File: config.mk
export PLATFORM = sky130hd
export DESIGN_NAME = seq_detect_ctrl
export DESIGN_NICKNAME = d
export VERILOG_FILES = /design/src/rtl/seq_ctrl_pkg.sv /design/src/rtl/seq_matcher.sv /design/src/rtl/seq_detect_ctrl.sv
export SDC_FILE = /design/constraint.sdc
export NUM_CORES = 1
export LEC_CHECK = 0
export ABC_AREA = 1
export ABC_CLOCK_PERIOD_IN_PS = 2500
export CAP_MARGIN = 20
export CELL_PAD_IN_SITES_DETAIL_PLACEMENT = 0
export CELL_PAD_IN_SITES_GLOBAL_PLACEMENT = 1
export CORE_MARGIN = 2
export CORE_UTILIZATION = 30
export CTS_BUF_LIST = sky130_fd_sc_hd__clkbuf_4
export DETAILED_ROUTE_END_ITERATION = 8
export PLACE_DENSITY = 0.69
export REMOVE_ABC_BUFFERS = 1
export SLEW_MARGIN = 0
export SYNTH_ARGS = -nofsm -noshare
export SYNTH_HDL_FRONTEND = slang
export SYNTH_SLANG_ARGS = --single-unit
export TNS_END_PERCENT = 100
File: constraint.sdc
create_clock -name clock -period 2.5 [get_ports clock]
set_input_delay 0.75 -clock clock [delete_from_list [all_inputs] [get_ports clock]]
set_output_delay 0.75 -clock clock [all_outputs]
set_load 0.02 [all_outputs]
File: src/rtl/seq_ctrl_pkg.sv
// seq_ctrl_pkg
//   Shared definitions for the programmable sequence detector controller:
//   controller state encoding and the configuration loaded at reset.
package seq_ctrl_pkg;

    typedef enum logic [1:0] {
        IDLE = 2'd0,
        RUN  = 2'd1,
        DONE = 2'd2
    } state_t;

    // Configuration after reset: detect "0011", non-overlapping.
    localparam logic [3:0] RST_PATTERN = 4'b0011;
    localparam int         RST_LEN     = 4;
    localparam logic       RST_OVERLAP = 1'b0;

endpackage

File: src/rtl/seq_matcher.sv
// seq_matcher
//   Serial pattern matcher: keeps the most recent input bits in a shift
//   register plus a count of how many of them may still take part in a match,
//   and compares them together with the bit currently on 'in' against the
//   configured pattern.
// Ports
//   clock, reset  rising-edge clock, synchronous active-high reset
//   clear         empty the history (new detection window)
//   shift         consume 'in' this cycle; also qualifies 'match'
//   in            serial data bit
//   pattern/len   pattern (bit len-1 received first) and its length
//   overlap       1 = bits of a match may be reused by the next match
//   match         combinational: 'in' completes the pattern this cycle
module seq_matcher
    import seq_ctrl_pkg::*;
#(
    parameter int PAT_W = 8,
    parameter int LEN_W = 4
) (
    input  logic             clock,
    input  logic             reset,
    input  logic             clear,
    input  logic             shift,
    input  logic             in,
    input  logic [PAT_W-1:0] pattern,
    input  logic [LEN_W-1:0] len,
    input  logic             overlap,
    output logic             match
);

    logic [PAT_W-1:0] history;
    logic [LEN_W-1:0] valid;    // usable history bits, saturates at PAT_W
    logic [PAT_W:0]   seq;
    logic [PAT_W-1:0] mask;
    logic             enough;

    // NOTE: every variable written here gets a value before any conditional
    // use, so no path leaves it unassigned and no latch is inferred.
    always_comb begin
        seq  = {history, in};
        mask = '0;
        for (int i = 0; i < PAT_W; i++) begin
            mask[i] = (i < int'(len));
        end
        // history bits plus the live bit must cover the whole pattern
        enough = ({1'b0, valid} + (LEN_W+1)'(1)) >= {1'b0, len};
        match  = shift && enough && ((seq[PAT_W-1:0] & mask) == (pattern & mask));
    end

    // NOTE: sequential state uses non-blocking assignments so every register
    // samples pre-edge values regardless of statement order.
    always_ff @(posedge clock) begin
        if (reset || clear) begin
            history <= '0;
            valid   <= '0;
        end else if (shift) begin
            history <= seq[PAT_W-1:0];
            if (match && !overlap) begin
                valid <= '0;                 // matched bits are used up
            end else if (valid < LEN_W'(PAT_W)) begin
                valid <= valid + LEN_W'(1);
            end
        end
    end

endmodule

File: src/rtl/seq_detect_ctrl.sv
// seq_detect_ctrl
//   Programmable controller around seq_matcher. Holds the pattern
//   configuration, runs a detection window of 'window' bits after 'start',
//   raises a same-cycle Mealy match on 'out', counts matches (saturating)
//   and pulses 'done' when the window ends.
// Ports
//   clock, reset          rising-edge clock, synchronous active-high reset
//   in                    serial data bit, consumed once per cycle in RUN
//   cfg_we, cfg_pattern,  configuration write (accepted in IDLE/DONE with
//   cfg_len, cfg_overlap  1 <= cfg_len <= PAT_W)
//   start, window         begin a window of 'window' bits (IDLE only)
//   abort                 end the window early without 'done'
//   out                   match pulse, combinational from 'in'
//   busy, done            in RUN / one-cycle window-end pulse
//   match_cnt             matches in current/last window
//   cfg_err               sticky flag for a rejected configuration write
module seq_detect_ctrl
    import seq_ctrl_pkg::*;
#(
    parameter int PAT_W = 8,
    parameter int LEN_W = 4,
    parameter int WIN_W = 8,
    parameter int CNT_W = 8
) (
    input  logic             clock,
    input  logic             reset,
    input  logic             in,
    input  logic             cfg_we,
    input  logic [PAT_W-1:0] cfg_pattern,
    input  logic [LEN_W-1:0] cfg_len,
    input  logic             cfg_overlap,
    input  logic             start,
    input  logic [WIN_W-1:0] window,
    input  logic             abort,
    output logic             out,
    output logic             busy,
    output logic             done,
    output logic [CNT_W-1:0] match_cnt,
    output logic             cfg_err
);

    state_t           state, state_nxt;
    logic [PAT_W-1:0] pattern;
    logic [LEN_W-1:0] len;
    logic             overlap;
    logic [WIN_W-1:0] remaining;
    logic             start_acc;
    logic             consume;
    logic             cfg_legal;
    logic             match;

    always_comb begin
        start_acc = (state == IDLE) && start && !abort;   // abort beats start
        consume   = (state == RUN) && !abort;
        cfg_legal = (cfg_len != '0) && (int'(cfg_len) <= PAT_W);
        busy      = (state == RUN);
        done      = (state == DONE);
        out       = match;
        state_nxt = state;
        case (state)
            IDLE: if (start_acc) state_nxt = (window == '0) ? DONE : RUN;
            RUN: begin
                if (abort)                           state_nxt = IDLE;
                else if (remaining == WIN_W'(1))     state_nxt = DONE;
            end
            DONE:    state_nxt = IDLE;
            default: state_nxt = IDLE;
        endcase
    end

    always_ff @(posedge clock) begin
        if (reset) state <= IDLE;
        else       state <= state_nxt;
    end

    // Configuration only changes outside RUN; the matcher first uses it on
    // the cycle after START, so a write together with START takes effect.
    always_ff @(posedge clock) begin
        if (reset) begin
            pattern <= PAT_W'(RST_PATTERN);
            len     <= LEN_W'(RST_LEN);
            overlap <= RST_OVERLAP;
            cfg_err <= 1'b0;
        end else if (cfg_we) begin
            if (state != RUN && cfg_legal) begin
                pattern <= cfg_pattern;
                len     <= cfg_len;
                overlap <= cfg_overlap;
                cfg_err <= 1'b0;
            end else begin
                cfg_err <= 1'b1;
            end
        end
    end

    always_ff @(posedge clock) begin
        if (reset) begin
            remaining <= '0;
            match_cnt <= '0;
        end else if (start_acc) begin
            remaining <= window;
            match_cnt <= '0;
        end else if (consume) begin
            remaining <= remaining - WIN_W'(1);
            if (match && match_cnt != '1) match_cnt <= match_cnt + CNT_W'(1);
        end
    end

    seq_matcher #(
        .PAT_W (PAT_W),
        .LEN_W (LEN_W)
    ) u_matcher (
        .clock   (clock),
        .reset   (reset),
        .clear   (start_acc),
        .shift   (consume),
        .in      (in),
        .pattern (pattern),
        .len     (len),
        .overlap (overlap),
        .match   (match)
    );

endmodule

==> PnR_summary.wiki <==
{| class="wikitable"
! Metric !! Value
|-
| Final weighted congestion of routability-driven global placement || 0.777
|-
| Netlist area before placement || 2520 sq um
|-
| Max_cap viols || 0
|-
| Maximum clock frequency || 0.372 GHz
|-
| Sequential cell fraction of total power || 0.507
|-
| Std-Cell Rows || 33
|-
| Post-layout nets || 451
|-
| Transition at the pin with the smallest max-transition slack || 0.569 ns
|-
| Fraction of power consumed by the clock network || 0.224
|-
| Wire length of the first global-routing pass || 10100 microns
|-
| Top-level I/O count || 39
|-
| Leakage || 0.00142 uW
|-
| Number of buffers created by CTS || 5
|-
| Post-Synthesis Cells || 354
|-
| Data required time at the worst endpoint || 1.75 ns
|-
| Post-synthesis mux area share || 0
|-
| Storage cell area || 863 sq um
|-
| Initial antenna violation count || 0
|-
| FILL cells || 875
|-
| Worst hold-check path type || register to register
|-
| Largest family of logic cells by synthesized area || simple AND/OR/NAND/NOR gates
|-
| Register bit total from synthesis || 43
|-
| Latest clock arrival within the worst-skew pair || 0.36 ns
|-
| CTS Sinks || 43
|-
| Power per Cell Area || 451 nW/um^2
|-
| Global route overflow || 0
|-
| DR vias || 2346
|-
| Clock tree from TritonCTS || built
|-
| Internal Power || 999 uW
|-
| Violated checks || negative setup slack
|-
| Top cell type by total area after synthesis || dfxtp_1
|-
| Drt initial violations || 50
|-
| Routed WL per cell || 11.5 microns
|-
| Unrepaired setup endpoints after global routing || true
|-
| Kind of end point of the critical path || primary output
|-
| Initial Util || 0.308
|-
| Aggregate routed wire length || 5970 microns
|-
| Share of the synthesized area in the top cell type || 0.342
|-
| Top library cells by usage in the layout, fill and taps aside || nand2_1, inv_1, dfxtp_1, clkdlybuf4s50_1, nor2_1
|-
| Standard cell core area || 8180 sq um
|-
| Cell Count Post-Placement || 509
|-
| Commonest non-fill, non-tap cell in the layout || nand2_1
|-
| Full die area || 9140 sq um
|-
| Antenna fix cells || 0
|-
| Switching portion of total power || 0.323
|-
| Final TNS setup || -0.772 ns
|-
| Via count of the first global-routing pass || 2263
|-
| Final period demand of the worst path || 2.69 ns
|-
| CTS H-tree lvls || 2
|-
| Count of final setup violators || 6
|-
| Area used by multi-input combinational logic || 1480 sq um
|-
| Residual DRC count || 0
|-
| Clk_skew || 0.0252 ns
|-
| Data arrival, critical path || 1.94 ns
|-
| Worst VDD drop || 0.239 mV
|-
| Compound-Gate Fraction of Synth Area || 0.130
|-
| Die Y || 95.6 microns
|-
| Reg clk slew, reported paths || 0.14 ns
|-
| Fraction of the cycle the final worst path needs || 1.08
|-
| Fraction of final layout cells sized beyond drive strength 1 || 0.195
|-
| Synthesized area per cell || 7.11 sq um
|-
| Count of synthesis-stage warnings from yosys || 0
|-
| Synthesized-area fraction occupied by xor and xnor cells || 0.0452
|-
| Final setup slack of the worst path || -0.189 ns
|-
| Post-synthesis share of cell area spent on full adders, half adders and majority gates || 0.0398
|-
| GRT Util Overall || 0.141
|-
| Top cells by area, synth || dfxtp_1, nand2_1, inv_1, a21oi_1, ha_1
|-
| Detailed placer's ending HPWL || 4520 microns
|-
| Clock tree root driver cell || clkbuf_4
|-
| Slew Limit Fails || 0
|-
| Remaining number of nets flagged by the antenna check after routing || 0
|-
| Worst rel slew slack || 0.620
|-
| Final std cells w/o fill || 521
|-
| Largest net degree at the start of global routing || 19
|-
| Final number of hold-violating endpoints || 0
|-
| CP max FO || 2
|-
| Result of the run || finished, violations left
|-
| Setup Crit Path Kind || register to primary output
|-
| Portion of the post-synthesis area used by sequential elements || 0.342
|-
| Pre-Repair DR Iteration Count || 4
|-
| Number of vias per cell || 4.50
|-
| Element type at the critical path start || register
|-
| Number of hold buffers added after CTS || 0
|-
| Layout-stage area growth over the synthesis result || 30.0%
|-
| Number of I/O port buffers || 38
|-
| Clock Tree Buf Depth || 2
|-
| Portion of total power attributed to combinational logic || 0.269
|-
| Die width || 95.6 microns
|-
| Net load switching power || 477 uW
|-
| Synth Area in Simple Gates || 0.355
|-
| Count of different cell masters after synthesis || 37
|}
-- final timing paths --
check / from / slack [ns] / to / cells past startpoint
hold / removal: pattern[4] / 0.48 / pattern[4] / 2
setup reg to reg: u_matcher.valid[0] / -0.13 / match_cnt[6] / 18
setup / recovery: u_matcher.valid[0] / -0.19 / out / 12
hold reg to reg: pattern[4] / 0.48 / pattern[4] / 2
-- repair_timing --
| item | CTS | global route |
|---|---|---|
| gates resized for setup | 13 | 8 |
| gates cloned | 0 | 0 |
| endpoints found under the setup margin | 1 | 6 |
| buffers inserted | 6 | 1 |
| hold endpoints to repair | 0 | 0 |
| pin swaps | 7 | 10 |
-- flip-flops by register name, summed over array words and instances (netlist names) --
name,flops
match_cnt,8
pattern,8
remaining,8
u_matcher.history,7
len,4
u_matcher.valid,4
state,2
cfg_err,1
overlap,1
-- power groups by stage --
stage	Sequential, uW	Clock (uW)	Combinational (uW)
finish	748	331	397
global route	754	373	448
CTS	748	350	399
detailed placement	762	0	377
global placement	762	0	375
floorplan	760	0	241
-- synth_stat cells --
cell type  count
nor2_8         3
o21ai_0       10
inv_1         42
xor2_1         8
and3_1         1
nor3_1         2
a31o_1         1
nand3_2        1
or2_2          2
inv_2          6
a211oi_1       1
ha_1           8
nor2_1        26
a31oi_1        8
o21ai_1        7
xnor2_1        5
o211ai_1       4
and2_0         1
clkbuf_1       2
buf_2          5
nor3_4         1
nand2_1       93
a21oi_1       26
nor3_2         1
clkinv_1       2
or2_0          1
nand4_1        5
nand2_4        5
nand4_2        1
nand3_1       13
nand2_2        7
nand3_4        1
nor2_2         6
a21oi_4        1
nor4_1         2
nor2_4         3
dfxtp_1       43
-- final cells by class --
class                      count  area share
tap                          105      0.0402
sequential                    43       0.264
clock inverter                 2     0.00268
multi-input combinational    254       0.452
inverter                      50      0.0574
timing repair buffer          62       0.172
clock buffer                   5      0.0115
-- metal layers --
layer / vias up / wire length [microns] / track usage
met1: 1057 / 2980 / 0.182
met4: 0 / 58 / 0.0321
met3: 6 / 198 / 0.0316
li1: 1248 / - / -
met2: 35 / 2730 / 0.241
met5: - / 0 / 0
-- stage by stage --
stage	worst slack, ns	hold WS [ns]	total power, uW	utilization	instance area [sq um]
2_1_floorplan	0.167	0.440	1000	-	2480
3_3_place_gp	-0.672	0.459	1140	0.384	3140
3_5_place_dp	-0.700	0.462	1140	0.384	3140
4_1_cts	-0.222	0.483	1500	0.398	3260
5_1_grt	-0.329	0.491	1570	0.400	3270
6_report	-0.189	0.478	1480	0.400	3270
-- cell families after synthesis --
kind of cell / count (synthesis)
buffers and inverters: 57
AND/OR/NAND/NOR: 175
adder cells (fa/ha/maj): 8
AO/OA/AOI/OAI: 58
flip-flops: 43
XOR/XNOR: 13
-- critical path, cell delays in order, from the launching register on --
cell     delay, ns
dfxtp_2       0.36
ha_4          0.16
xor2_2        0.14
ha_1          0.30
nand2_1       0.06
inv_1         0.05
nand2_1       0.04
nand2_1       0.07
nand2_2       0.06
nand2_2       0.08
nand2_4       0.06
nor2_8        0.09
buf_6         0.12
Power figures use the tool's default switching activity.
